### src/rtl/muldiv_arbiter.sv
// Two-requester round-robin front end for a shared multiply/divide unit.
// One operation is in flight at a time: accept, issue, wait for the unit
// (with a timeout), then pulse a response back to the owning requester.
module muldiv_arbiter #(
  parameter int unsigned TIMEOUT_CYCLES = 8
) (
  input  logic        clk,
  input  logic        rst_n,
  // requester 0
  input  logic        req0_valid,
  output logic        req0_ready,
  input  logic        req0_mul,
  input  logic [7:0]  req0_a,
  input  logic [7:0]  req0_b,
  output logic        rsp0_valid,
  output logic [15:0] rsp0_result,
  output logic [7:0]  rsp0_rem,
  output logic [2:0]  rsp0_flags,
  // requester 1
  input  logic        req1_valid,
  output logic        req1_ready,
  input  logic        req1_mul,
  input  logic [7:0]  req1_a,
  input  logic [7:0]  req1_b,
  output logic        rsp1_valid,
  output logic [15:0] rsp1_result,
  output logic [7:0]  rsp1_rem,
  output logic [2:0]  rsp1_flags,
  // mul/div unit
  output logic        md_start,
  output logic        md_multiply,
  output logic [7:0]  md_a,
  output logic [7:0]  md_b,
  input  logic [15:0] md_result,
  input  logic [7:0]  md_remainder,
  input  logic        md_result_valid,
  input  logic        md_divide_by_zero,
  input  logic        md_overflow,
  // status
  output logic        busy,
  output logic        grant_id
);

  // Last WAIT cycle before the timeout fires.
  localparam logic [7:0] TermCnt = 8'(TIMEOUT_CYCLES - 1);

  typedef enum logic [1:0] {StIdle, StIssue, StWait, StRespond} state_e;

  state_e      state_q, state_d;
  logic        last_grant_q, last_grant_d;
  logic        grant_q, grant_d;
  logic        op_mul_q, op_mul_d;
  logic [7:0]  op_a_q, op_a_d;
  logic [7:0]  op_b_q, op_b_d;
  logic [7:0]  wait_cnt_q, wait_cnt_d;
  logic [15:0] res_q, res_d;
  logic [7:0]  rem_q, rem_d;
  logic [2:0]  flags_q, flags_d;

  logic accept;
  logic accept_id;

  // Round-robin arbitration; ready only in IDLE and never while reset is held.
  always_comb begin
    req0_ready = 1'b0;
    req1_ready = 1'b0;
    accept_id  = 1'b0;
    if (req0_valid && req1_valid) begin
      accept_id = ~last_grant_q;
    end else if (req1_valid) begin
      accept_id = 1'b1;
    end
    if (rst_n && state_q == StIdle) begin
      req0_ready = req0_valid & ~accept_id;
      req1_ready = req1_valid & accept_id;
    end
  end

  assign accept = req0_ready | req1_ready;

  // Next-state logic: operation latching, wait counter and response capture.
  always_comb begin
    state_d      = state_q;
    last_grant_d = last_grant_q;
    grant_d      = grant_q;
    op_mul_d     = op_mul_q;
    op_a_d       = op_a_q;
    op_b_d       = op_b_q;
    wait_cnt_d   = wait_cnt_q;
    res_d        = res_q;
    rem_d        = rem_q;
    flags_d      = flags_q;
    unique case (state_q)
      StIdle: begin
        if (accept) begin
          state_d      = StIssue;
          grant_d      = accept_id;
          last_grant_d = accept_id;
          op_mul_d     = accept_id ? req1_mul : req0_mul;
          op_a_d       = accept_id ? req1_a : req0_a;
          op_b_d       = accept_id ? req1_b : req0_b;
        end
      end
      StIssue: begin
        state_d    = StWait;
        wait_cnt_d = 8'd0;
      end
      StWait: begin
        // A result arriving on the terminal cycle wins over the timeout.
        if (md_result_valid) begin
          state_d = StRespond;
          res_d   = md_result;
          rem_d   = md_remainder;
          flags_d = {1'b0, md_divide_by_zero, md_overflow};
        end else if (wait_cnt_q == TermCnt) begin
          state_d = StRespond;
          res_d   = 16'hFFFF;
          rem_d   = 8'hFF;
          flags_d = 3'b100;
        end else begin
          wait_cnt_d = wait_cnt_q + 8'd1;
        end
      end
      StRespond: begin
        state_d = StIdle;
      end
      default: begin
        state_d = StIdle;
      end
    endcase
  end

  // State registers; pointer resets so requester 0 wins the first contention.
  always_ff @(posedge clk or negedge rst_n) begin
    if (!rst_n) begin
      state_q      <= StIdle;
      last_grant_q <= 1'b1;
      grant_q      <= 1'b0;
      op_mul_q     <= 1'b0;
      op_a_q       <= 8'd0;
      op_b_q       <= 8'd0;
      wait_cnt_q   <= 8'd0;
      res_q        <= 16'd0;
      rem_q        <= 8'd0;
      flags_q      <= 3'd0;
    end else begin
      state_q      <= state_d;
      last_grant_q <= last_grant_d;
      grant_q      <= grant_d;
      op_mul_q     <= op_mul_d;
      op_a_q       <= op_a_d;
      op_b_q       <= op_b_d;
      wait_cnt_q   <= wait_cnt_d;
      res_q        <= res_d;
      rem_q        <= rem_d;
      flags_q      <= flags_d;
    end
  end

  assign busy     = (state_q != StIdle);
  assign grant_id = grant_q;

  // Unit operands are only presented while an operation is in flight.
  assign md_start    = (state_q == StIssue);
  assign md_multiply = busy & op_mul_q;
  assign md_a        = {8{busy}} & op_a_q;
  assign md_b        = {8{busy}} & op_b_q;

  assign rsp0_valid  = (state_q == StRespond) & ~grant_q;
  assign rsp1_valid  = (state_q == StRespond) & grant_q;
  assign rsp0_result = res_q;
  assign rsp0_rem    = rem_q;
  assign rsp0_flags  = flags_q;
  assign rsp1_result = res_q;
  assign rsp1_rem    = rem_q;
  assign rsp1_flags  = flags_q;

endmodule

### config.mk
export PLATFORM = sky130hd
export DESIGN_NAME = muldiv_arbiter
export DESIGN_NICKNAME = d
export VERILOG_FILES = /design/src/rtl/muldiv_arbiter.sv
export SDC_FILE = /design/constraint.sdc
export NUM_CORES = 1
export LEC_CHECK = 0
export ABC_CLOCK_PERIOD_IN_PS = 2900
export CAP_MARGIN = 15
export CORE_UTILIZATION = 43
export DETAILED_ROUTE_END_ITERATION = 8
export PLACE_DENSITY = 0.85
export SETUP_SLACK_MARGIN = 0.4
export SYNTH_ARGS = -nofsm -noshare
export SYNTH_HDL_FRONTEND = slang
export SYNTH_SLANG_ARGS = --single-unit
export TNS_END_PERCENT = 100
### constraint.sdc
create_clock -name clk -period 2.9 [get_ports clk]
set_input_delay 0.29 -clock clk [delete_from_list [all_inputs] [get_ports clk]]
set_output_delay 0.29 -clock clk [all_outputs]
set_load 0.05 [all_outputs]
==> impl_metrics.env <==
export IMPL_status="finished clean"
export IMPL_fin_worst_skew_ps=10.6
export IMPL_yosysTopAreaCellShare=0.486
export IMPL_layout_drive_gt1_share=0.0579
export IMPL_syn_area_um2=2830
export IMPL_crit_path_end_kind="output port"
export IMPL_track_usage=0.212
export IMPL_maxSlewHeadroom=0.447
export IMPL_antenna_found_initial=0
export IMPL_area_delta_synth_final_pct=49.3
export IMPL_path_class="register to output port"
export IMPL_cts_sink_count=56
export IMPL_period_share=0.799
export IMPL_synth_top_cell_by_area="dfrtp_1"
export IMPL_overflow=0
export IMPL_root_buffer="clkbuf_8"
export IMPL_grt_max_degree=40
export IMPL_firstDrtPassIters=4
export IMPL_crit_chain="inv_1, ha_1, buf_12, nor2b_1, dlygate4sd2_1"
export IMPL_die_h_um=83.2
export IMPL_hold_viol=0
export IMPL_grt_pass1_vias=2460
export IMPL_synthArstFlopShare=1.00
export IMPL_clk_pin_slew_worst_paths_ps=110
export IMPL_vdd_ir_drop_max_mv=1.04
export IMPL_dp_hpwl_um=5130
export IMPL_syn_nets=336
export IMPL_setup_tns_ps=0
export IMPL_synth_cell_types=38
export IMPL_cts_max_path_buffers=2
export IMPL_floorplan_initialDensity=0.446
export IMPL_row_count=29
export IMPL_syn_instance_count=265
export IMPL_crit_fanout=16
export IMPL_cp_arrival_ps=2030
export IMPL_wl_per_cell_um=14.7
export IMPL_rsz0062_at_grt="no"
export IMPL_drcViolationCount=0
export IMPL_numCtsBuffers=5
export IMPL_die_w_um=83.2
export IMPL_vias_per_cell=5.13
export IMPL_stdcell_area_um2=4230
export IMPL_insertion_delay_ps=310
export IMPL_drv_slew=0
export IMPL_core_um2=6350
export IMPL_port_buffers=142
export IMPL_start_kind="register"
export IMPL_cts_tree="done"
export IMPL_wirelength_um=6720
export IMPL_placed_area_um2=4120
export IMPL_synth_edff_count=0
export IMPL_worstMarginPinSlew_ps=828
export IMPL_synth_area_leaders="dfrtp_1 (49%), o22a_1 (7.4%), buf_4 (7.2%)"
export IMPL_layout_common_cells="clkdlybuf4s50_1 (121), dfrtp_1 (55), nand2_1 (27), o22a_1 (24), o21ai_0 (20)"
export IMPL_num_antenna_cells=0
export IMPL_maxCapViolCount=0
export IMPL_final_nets=450
export IMPL_ant_nets=0
export IMPL_h_tree_depth=2
export IMPL_num_vias=2343
export IMPL_critical_path_required_ps=2610
export IMPL_drt_iter0_drc=111
export IMPL_setup_viol=0
export IMPL_yosysSeqAreaShare=0.495
export IMPL_powerDensity_nw_per_um2=1280
export IMPL_synthFlopType="dfrtp_1"
export IMPL_ys_seq_elements=56
export IMPL_fill_cells=503
export IMPL_leakage_nw=1.89
export IMPL_max_clock_freq_mhz=431
export IMPL_synth_warnings=0
export IMPL_cpPeakStageDelay_ps=550
export IMPL_die_area_um2=6920
export IMPL_fin_crit_ps=2320
export IMPL_slowest_stage="dlygate4sd2_1"
export IMPL_hold_path_class="input port to asynchronous set/reset pin"
export IMPL_place_congestion=0.838
export IMPL_ios=143
export IMPL_final_common_cell="clkdlybuf4s50_1"
export IMPL_grt_pass1_wl_um=11800
export IMPL_postSynthAreaPerCell_um2=10.7
==> flip-flops by register name (all words and copies together) (netlist names) <==
signal / count
rsp0_result: 16
op_a_q: 8
op_b_q: 8
rsp0_rem: 8
wait_cnt_q: 8
rsp0_flags: 3
state_q: 2
grant_id: 1
last_grant_q: 1
op_mul_q: 1
==> final timing paths <==
kind / startpoint / to / slack, ps / depth (start not counted)
setup / recovery: state_q[0]$_DFFE_PN0P_ / md_b[3] / 580 / 5
hold / removal: rst_n / op_b_q[0]$_DFFE_PN0P_ / 460 / 2
setup reg to reg: wait_cnt_q[0]$_DFFE_PN0P_ / rsp0_result[9]$_DFFE_PN0P_ / 720 / 5
hold reg to reg: op_b_q[1]$_DFFE_PN0P_ / op_b_q[1]$_DFFE_PN0P_ / 490 / 2
max in group asynchronous: rst_n / wait_cnt_q[4]$_DFFE_PN0P_ / 1570 / 3
min in group clk: op_b_q[1]$_DFFE_PN0P_ / op_b_q[1]$_DFFE_PN0P_ / 490 / 2
==> per-layer routing <==
metal  vias up  routed length, um  global-route usage  part of all wire
met5         -                  0                   0                 0
met4         0                 70              0.0470             0.010
met3         7                415              0.0507             0.062
met2        97               3330               0.375              0.49
met1      1105               2910               0.262              0.43
li1       1134                  -                   -                 -
==> per-stage QoR <==
step	setup WS, ps	utilization	power, W	hold slack [ps]	std cells
after floorplan	817	-	0.00400	-5.59	265
after global placement	715	0.649	0.00498	282	448
after detailed placement	626	0.649	0.00506	284	448
after CTS	420	0.664	0.00545	463	457
after global routing	432	0.666	0.00568	489	457
final	582	0.666	0.00540	460	457
==> critical path: cells and delay by family, from the launching register on <==
family,cells,cell delay (ps)
buffers and inverters,3,850
DFF,1,410
adders and majority gates,1,330
and+or+nand+nor,1,120
==> power breakdown <==
| part | total, W | switching [W] | internal (W) |
|---|---|---|---|
| sequential | 0.00132 | 0.000224 | 0.00110 |
| clock | 0.000447 | 0.000271 | 0.000176 |
| combinational | 0.00363 | 0.00243 | 0.00120 |
| total | 0.00540 | 0.00293 | 0.00247 |
==> timing repair <==
| action | in CTS | in global routing |
|---|---|---|
| hold buffers | 1 | 0 |
| endpoints found under the setup margin | 11 | 7 |
| gates resized for setup | 11 | 7 |
| hold endpoints to repair | 16 | 0 |
| setup buffers | 0 | 0 |
==> synth_stat cells (all sizes together), types with 3 or more instances <==
master   n
a21oi    3
a22o     3
buf     31
clkbuf  10
dfrtp   55
ha       6
inv      8
mux2i   19
nand2   27
nand3    3
nor2     8
nor2b   18
nor3     3
o21ai   20
o22a    24
==> cell families (layout without fill, tap and decap cells) <==
group                      Yosys count  count (layout)  share of synthesized area
muxes                               19              19                     0.0671
xor gates and xnor gates             2               2                    0.00618
buffers and inverters               49             164                      0.107
AOI/OAI and AO/OA                   63              63                      0.166
adders and majority gates            6               6                     0.0265
and+or+nand+nor                     70              70                      0.132
DFF                                 56              56                      0.495
==> final cells by class <==
type	instances	area (um2)	share of cell area
clock buffers	5	68.8	0.0163
clock inverters	3	26.3	0.00621
inverters	8	30.0	0.00710
multi-input cells	160	1130	0.268
flip-flops and latches	56	1400	0.331
well taps	77	96.3	0.0228
repair buffers	148	1480	0.349
Note: power is estimated with default switching activity, not from simulation.
